===== src/rtl/picomips_pkg.sv =====
// Shared types for the picoMIPS control unit: opcodes, ALU function codes
// and the WAIT handshake FSM states.
package picomips_pkg;

    // Number of opcode bits that carry the instruction; any bits above these must be zero.
    localparam int OP_DEC_W = 3;

    typedef enum logic [2:0] {
        OP_ADD  = 3'b000,
        OP_ADDI = 3'b001,
        OP_MULI = 3'b010,
        OP_WAIT = 3'b011,
        OP_SUB  = 3'b100,
        OP_MUL  = 3'b101,
        OP_JMP  = 3'b110,
        OP_NOP  = 3'b111
    } opcode_t;

    // The ALU and the register file use this same 2-bit function code.
    typedef enum logic [1:0] {
        ALU_ADD = 2'b00,
        ALU_SUB = 2'b01,
        ALU_MUL = 2'b10
    } alu_op_t;

    typedef enum logic {
        RUN  = 1'b0,
        WAIT = 1'b1
    } ctrl_state_t;

    // Even parity over an opcode-field slice. Available for any datapath
    // consumer that wants to protect the decoded field.
    function automatic logic op_parity(input logic [OP_DEC_W-1:0] op);
        return ^op;
    endfunction

endpackage


===== src/rtl/sync_ff.sv =====
// Multi-flop synchroniser for an asynchronous level input. All flops clear on reset.
module sync_ff #(
    parameter int N = 2
) (
    input  logic clk,
    input  logic reset,
    input  logic d,
    output logic q
);

    logic [N-1:0] r_sync;

    // Shift the asynchronous input through N flops; the last flop is the synchronised value.
    always_ff @(posedge clk) begin
        if (reset) begin
            r_sync <= '0;
        end else begin
            r_sync[0] <= d;
            for (int i = 1; i < N; i++) begin
                r_sync[i] <= r_sync[i-1];
            end
        end
    end

    assign q = r_sync[N-1];

endmodule


===== src/rtl/ctrl_decoder_fsm.sv =====
// picoMIPS control unit: combinational opcode decode plus the WAIT handshake FSM.
// The handshake has a synchronised dataval, an optional timeout and a sticky illegal flag.
// Decode outputs are combinational from the opcode and the state, for a single-cycle datapath.
module ctrl_decoder_fsm
    import picomips_pkg::*;
#(
    parameter int OPW     = 3,
    parameter int SYNC    = 2,
    parameter int TMO_W   = 16,
    parameter int TIMEOUT = 0
) (
    input  logic           clk,
    input  logic           reset,
    input  logic [OPW-1:0] opcode,
    input  logic           Wready,
    input  logic           dataval,
    output logic           PCincr,
    output logic           PCabsbranch,
    output logic           INen,
    output logic [1:0]     ALUfunc,
    output logic           imm,
    output logic           w,
    output logic           stall,
    output logic           timeout,
    output logic           illegal
);

    // Counter value on the last allowed WAIT cycle. It is only compared when TIMEOUT is nonzero.
    localparam logic [TMO_W-1:0] TMO_LAST = TMO_W'(TIMEOUT - 1);

    ctrl_state_t      r_state;
    ctrl_state_t      w_next_state;
    logic [TMO_W-1:0] r_cnt;
    logic [TMO_W-1:0] w_cnt_next;
    logic             r_illegal;
    logic             w_set_illegal;
    logic             w_dv_s;
    logic             w_match;
    logic             w_illegal_op;
    opcode_t          w_op;

    sync_ff #(.N(SYNC)) u_dv_sync (
        .clk   (clk),
        .reset (reset),
        .d     (dataval),
        .q     (w_dv_s)
    );

    assign w_op         = opcode_t'(opcode[OP_DEC_W-1:0]);
    assign w_illegal_op = ((opcode >> OP_DEC_W) != '0);
    assign w_match      = (w_dv_s == Wready);
    assign illegal      = r_illegal;

    // Decode the opcode, run the WAIT handshake, then gate the control outputs while reset is high.
    always_comb begin
        PCincr        = 1'b1;
        PCabsbranch   = 1'b0;
        INen          = 1'b0;
        ALUfunc       = ALU_ADD;
        imm           = 1'b0;
        w             = 1'b0;
        stall         = 1'b0;
        timeout       = 1'b0;
        w_set_illegal = 1'b0;
        w_next_state  = RUN;
        w_cnt_next    = '0;

        if (w_illegal_op) begin
            // Outputs stay at their NOP defaults.
            w_set_illegal = 1'b1;
        end else begin
            case (w_op)
                OP_ADD:  begin w = 1'b1; INen = Wready; ALUfunc = ALU_ADD; end
                OP_SUB:  begin w = 1'b1; INen = Wready; ALUfunc = ALU_SUB; end
                OP_MUL:  begin w = 1'b1; INen = Wready; ALUfunc = ALU_MUL; end
                OP_ADDI: begin w = 1'b1; imm = 1'b1;    ALUfunc = ALU_ADD; end
                OP_MULI: begin w = 1'b1; imm = 1'b1;    ALUfunc = ALU_MUL; end
                OP_JMP:  begin PCincr = 1'b0; PCabsbranch = 1'b1; end
                default: begin end
            endcase

            if (w_op == OP_WAIT) begin
                case (r_state)
                    RUN: begin
                        if (w_match) begin
                            // Zero-cycle pass: the handshake already matches.
                            w_next_state = RUN;
                        end else begin
                            PCincr       = 1'b0;
                            stall        = 1'b1;
                            w_next_state = WAIT;
                        end
                    end
                    WAIT: begin
                        if (w_match) begin
                            // A match takes priority over a timeout in the same cycle.
                            w_next_state = RUN;
                        end else if ((TIMEOUT != 0) && (r_cnt == TMO_LAST)) begin
                            timeout      = 1'b1;
                            w_next_state = RUN;
                        end else begin
                            PCincr       = 1'b0;
                            stall        = 1'b1;
                            w_next_state = WAIT;
                            w_cnt_next   = (r_cnt == '1) ? r_cnt : r_cnt + TMO_W'(1);
                        end
                    end
                    default: begin
                        w_next_state = RUN;
                    end
                endcase
            end else begin
                // A non-WAIT opcode while waiting means the PC moved away, so drop the handshake.
                w_next_state = RUN;
            end
        end

        if (reset) begin
            PCincr      = 1'b0;
            PCabsbranch = 1'b0;
            w           = 1'b0;
            stall       = 1'b0;
            timeout     = 1'b0;
        end else begin
            PCincr      = PCincr;
        end
    end

    // Hold the FSM state, the WAIT cycle counter and the sticky illegal flag.
    always_ff @(posedge clk) begin
        if (reset) begin
            r_state   <= RUN;
            r_cnt     <= '0;
            r_illegal <= 1'b0;
        end else begin
            r_state   <= w_next_state;
            r_cnt     <= w_cnt_next;
            r_illegal <= r_illegal | w_set_illegal;
        end
    end

endmodule

===== config.mk =====
export PLATFORM = sky130hd
export DESIGN_NAME = ctrl_decoder_fsm
export DESIGN_NICKNAME = d
export VERILOG_FILES = /design/src/rtl/picomips_pkg.sv /design/src/rtl/sync_ff.sv /design/src/rtl/ctrl_decoder_fsm.sv
export SDC_FILE = /design/constraint.sdc
export NUM_CORES = 1
export LEC_CHECK = 0
export BUFFER_PORTS_ARGS = -buffer_cell sky130_fd_sc_hd__clkbuf_2
export CAP_MARGIN = 0
export CORE_AREA = 8 8 45 47
export CTS_CLUSTER_DIAMETER = 200
export DETAILED_ROUTE_END_ITERATION = 12
export DIE_AREA = 0 0 53 55
export PLACE_DENSITY_LB_ADDON = 0.3
export SLEW_MARGIN = 20
export SYNTH_ARGS = -nofsm -noshare
export SYNTH_HDL_FRONTEND = slang
export SYNTH_SLANG_ARGS = --single-unit

===== constraint.sdc =====
create_clock -name clk -period 1.47 [get_ports clk]
set_input_delay 0.2205 -clock clk [delete_from_list [all_inputs] [get_ports clk]]
set_output_delay 0.2205 -clock clk [all_outputs]
set_load 0.005 [all_outputs]

# Word-level counts from Yosys, hierarchy flattened

Cells that the tools add are included.

Muxes and demuxes: 14
Reduce and logical (&&, ||, !) cells: 5
Equality and inequality tests: 7

Operators by type and width:

| cell                 | number |
|---|---|
| $mux W1              | 13 |
| $eq A3 B3 Y1 const B | 3 |
| $eq A3 B2 Y1 const B | 2 |
| $reduce_or A5 Y1     | 1 |
| $pmux W2 S2          | 1 |
| $reduce_or A2 Y1     | 2 |
| $eq A3 B1 Y1 const B | 1 |
| $logic_not A3 Y1     | 1 |
| $reduce_or A3 Y1     | 1 |
| $eq A1 B1 Y1         | 1 |

Word-level logic and storage cells: 27
Bits of input ports: 7
Output and inout bits: 10
Bits in registers: 2

# Depth between registers and ports, before layout

Depth after elaboration: 5
Mapped depth: 2
Mapped depth without buffers: 2

# By module

Synthesis repeated with hierarchy kept, for this count alone.

Cell total of the unflattened synthesis: 24
Area total of the unflattened synthesis: 186.4 µm²

Modules (own cells, without submodules):

| module           | area an instance (µm²) | cells an instance | instances | seq. area each (µm²) |
|---|---|---|---|---|
| ctrl_decoder_fsm | 133.9                  | 20                | 1         | 0.0 |
| sync_ff          | 52.6                   | 4                 | 1         | 40.0 |

# Worst setup path before layout

Ideal clock, no wire load.

Path kind: in2out
Start: input opcode[0]
End: output PCincr
Stages on the path: 2
Setup slack: 570 ps
Buffers on the path: 0
Arrival: 680 ps
Data required time: 1,250 ps
Cell sequence: and2b_1 > a221oi_2

Word-level cells in the longest chain between the ends: 5
Elaborated cells between the ends (all ways): 6
Those cells by class: 2 x eq/ne; 4 x mux

RTL lines:

| what               | RTL line                                       | RTL |
|---|---|---|
| start: declaration | ctrl_decoder_fsm.sv:14                         | `input logic [OPW-1:0] opcode,` |
| $eq A3 B3 Y1       | ctrl_decoder_fsm.sv:72                         | `case (w_op)` |
| $mux W1            | ctrl_decoder_fsm.sv:72                         |  |
| $mux W1            | ctrl_decoder_fsm.sv:85, ctrl_decoder_fsm.sv:95 |  |
| $mux W1 *          | ctrl_decoder_fsm.sv:82                         | `if (w_op == OP_WAIT) begin` |
| $mux W1 *          | ctrl_decoder_fsm.sv:118                        | `if (reset) begin` |
| end: declaration   | ctrl_decoder_fsm.sv:17                         | `output logic PCincr,` |

Mark *: on every way between the ends. The rest lies on a longest branch, timed or not.

# Worst setup path in the final report

Start: register u_dv_sync.r_sync[1]
End: output stall

Word-level cells in the longest chain between the ends: 4

RTL lines:

| what                             | RTL line                                       | RTL |
|---|---|---|
| start: declaration               | sync_ff.sv:11                                  | `logic [N-1:0] r_sync;` |
| start signal: indexed assignment | sync_ff.sv:20                                  | `r_sync[i] <= r_sync[i-1];` |
| $eq A1 B1 Y1                     | ctrl_decoder_fsm.sv:51                         | `assign w_match = (w_dv_s == Wready);` |
| $mux W1                          | ctrl_decoder_fsm.sv:85, ctrl_decoder_fsm.sv:95 |  |
| $mux W1                          | ctrl_decoder_fsm.sv:82                         |  |
| $mux W1                          | ctrl_decoder_fsm.sv:118                        |  |
| end: declaration                 | ctrl_decoder_fsm.sv:23                         | `output logic stall,` |

Every way passes these cells.

==> Flow_metrics.wiki <==
{| class="wikitable"
! Metric !! Value
|-
| Via count of the first global-routing pass || 205
|-
| Synthesized flop and latch total || 2
|-
| Synthesized area || 195 µm²
|-
| Num ports || 17
|-
| Post-detailed-route count of antenna-violating nets || 0
|-
| Final weighted congestion of routability-driven global placement || 0.702
|-
| Area of the die || 2920 µm²
|-
| Peak fanout along the critical path || 2
|-
| Mapped Avg Cell Area || 8.49 µm²
|-
| Root buffer selected by CTS || sky130_fd_sc_hd__clkbuf_4
|-
| Sequential element share of the synthesized area || 0.205
|-
| Die height || 55 µm
|-
| Initial core utilization || 0.141
|-
| Cell Count, Final, Fillers Out || 55
|-
| Initial antenna violation count || 0
|-
| Max capacitance violation total || 0
|-
| Synth Flop Type || sky130_fd_sc_hd__dfxtp_1
|-
| WP data arrival || 1.05 ns
|-
| Post-DR vias/cell || 3.65
|-
| Die X-Extent || 53 µm
|-
| Total GRT Usage || 0.0452
|-
| TritonCTS clock tree || done
|-
| Wire length of the first global-routing pass || 876 µm
|-
| Min-Delay Startpoint || dataval
|-
| Number of warnings reported in the yosys synthesis log || 0
|-
| Total routed wirelength || 578 µm
|-
| H-tree depth || 1
|-
| Antenna diode count || 0
|-
| Fraction of final layout cells sized beyond drive strength 1 || 0.513
|-
| # rows || 14
|-
| Worst-case vdd ir drop || 0.411 mV
|-
| Class of the most critical setup path || reg -> out
|-
| Startpoint Class || register
|-
| Area overhead of the layout relative to synthesis || 51.9%
|-
| Number of detailed-route iterations in the first pass || 1
|-
| Clock period minus final worst setup slack || 1.27 ns
|-
| Async set-or-reset flop fraction in the synthesized netlist || 0
|-
| Worst setup slack after placement || 0.271 ns
|-
| Number of gates resized after cts || 0
|-
| Most frequent cells after synthesis || 3 x sky130_fd_sc_hd__nor2_1, 3 x sky130_fd_sc_hd__nor2b_1
|-
| Sink count of the clock tree || 2
|-
| CTS hold repair buffers || 0
|-
| Post-detailed-placement cell area || 274 µm²
|-
| Final setup vio count || 0
|-
| Number of buffers on the longest clock path || 2
|-
| Worst setup EP type || output port
|-
| Tightest Hold Check Type || in -> reg
|-
| Setup WS post-layout || 0.200 ns
|-
| Clock latency reported for the late side of the worst-skew pair || 0.23 ns
|-
| Clock-pin slew on the worst setup and hold paths || 0.03 ns
|-
| Number of buffers added by the clock tree synthesis step || 3
|-
| Critical Path RT || 1.25 ns
|-
| Setup repair after global routing missed its margin || false
|-
| Post-CTS setup buffer count || 0
|-
| First DRT Iteration DRCs || 0
|-
| Run status || finished clean
|-
| Fmax || 0.787 GHz
|-
| Cell types with the largest area share after synthesis || sky130_fd_sc_hd__dfxtp_1 21%, sky130_fd_sc_hd__nor2b_1 9.6%, sky130_fd_sc_hd__and3b_1 9.0%, sky130_fd_sc_hd__a221oi_2 7.7%, sky130_fd_sc_hd__and2b_1 7.7%
|-
| Final routed wire length divided by cell count || 10.5 µm
|-
| Startpoint of the most critical setup path || u_dv_sync.r_sync[1]
|-
| Origin of the critical flop-to-flop path || u_dv_sync.r_sync[0]
|-
| Number of I/O port buffers || 14
|-
| Register name with the most flops || u_dv_sync.r_sync
|-
| Static leakage || 0.162 nW
|-
| Area fraction of the dominant cell type after synthesis || 0.205
|-
| Ratio of total power to cell area || 788 nW/µm²
|-
| Count of different cell masters after synthesis || 15
|-
| Hold Fails Final Rpt || 0
|-
| Pin count of the biggest net entering global routing || 8
|-
| Number of placed instances, taps included || 52
|-
| Maximum clock skew at final layout || 0.00442 ns
|-
| Worst-path cell chain || xor2_1, and3b_1, clkbuf_2
|-
| Layout fillers || 167
|-
| Count of flip-flops with a built-in enable after synthesis || 0
|-
| Final std cell area, no fill || 297 µm²
|-
| Floorplan core area || 1380 µm²
|-
| Number of remaining DRC errors || 0
|-
| Global route total overflow || 0
|-
| Number of flip-flops under the largest register name || 2
|-
| Synth Instances || 23
|-
| Share of the clock period used by the worst path after layout || 0.864
|-
| Final Total Pwr || 0.234 mW
|-
| Registers with the highest flip-flop counts || u_dv_sync.r_sync x2
|-
| Biggest cell delay along the critical path || 0.31 ns
|-
| Sum of negative setup slack || 0 ns
|-
| Critical path's slowest cell || sky130_fd_sc_hd__dfxtp_1
|-
| DR vias || 201
|-
| Top cell type by total area after synthesis || sky130_fd_sc_hd__dfxtp_1
|-
| Final net count || 48
|-
| Slew Viols, Final || 0
|}
==> placed cells by master, fill, tap and decap left out <==
master / instances
sky130_fd_sc_hd__nand2b_1: 1
sky130_fd_sc_hd__nor2b_1: 3
sky130_fd_sc_hd__nor3b_1: 1
sky130_fd_sc_hd__a221oi_2: 1
sky130_fd_sc_hd__xor2_1: 1
sky130_fd_sc_hd__or2b_1: 1
sky130_fd_sc_hd__mux2_2: 1
sky130_fd_sc_hd__conb_1: 2
sky130_fd_sc_hd__o21ba_2: 1
sky130_fd_sc_hd__and3b_1: 2
sky130_fd_sc_hd__nor2_1: 3
sky130_fd_sc_hd__clkbuf_4: 3
sky130_fd_sc_hd__clkbuf_2: 14
sky130_fd_sc_hd__o21a_1: 1
sky130_fd_sc_hd__and2b_1: 2
sky130_fd_sc_hd__dfxtp_1: 2
==> per-stage QoR <==
| step | util | hold WS (ns) |
|---|---|---|
| 2_1_floorplan | - | 0.292 |
| 6_report | 0.214 | 0.207 |
| 3_5_place_dp | 0.198 | 0.432 |
| 4_1_cts | 0.214 | 0.203 |
| 5_1_grt | 0.214 | 0.209 |
| 3_3_place_gp | 0.198 | 0.417 |
==> per-layer routing <==
layer  vias to the layer above  track usage  part of all wire
li1                        107            -                 -
met4                         0       0.0388                 0
met3                         0       0.0374             0.080
met5                         -            0                 0
met1                        82       0.0513              0.57
met2                        12       0.0508              0.35
==> power breakdown <==
part           leakage [nW]  switching [mW]  internal (mW)  total (mW)
logic                 0.132          0.0260         0.0284      0.0544
clock network        0.0138          0.0313         0.0900       0.121
registers            0.0166        0.000636         0.0573      0.0579
==> final timing paths <==
path	end	slack, ns	depth (start not counted)
worst max-delay path	stall	0.20	3
worst min register to register	u_dv_sync.r_sync[1]	0.43	1
worst max register to register	u_dv_sync.r_sync[1]	0.97	1
worst min-delay path	u_dv_sync.r_sync[0]	0.21	2
==> cells by family (layout without fill, tap and decap cells) <==
kind of cell    Yosys count  in the layout  synth area share
simple gates             13             13             0.430
compound gates            3              3             0.167
flops                     2              2             0.205
buf+inv                   2             17            0.0769
other cells               1              2            0.0192
xor+xnor                  1              1            0.0449
mux                       1              1            0.0577
==> critical path, delay by kind of cell, from the launching register on <==
family	cells	cell delay, ns
and+or+nand+nor	1	0.19
xor gates and xnor gates	1	0.22
DFF	1	0.31
buffers and inverters	1	0.11
==> final cells by class <==
class	instances	area, µm²	area share
multi-input cells	20	144	0.485
flip-flops and latches	2	40.0	0.135
clock buffers	3	22.5	0.0759
repair buffers	14	70.1	0.236
well taps	16	20.0	0.0675
Power figures use the tool's default switching activity.
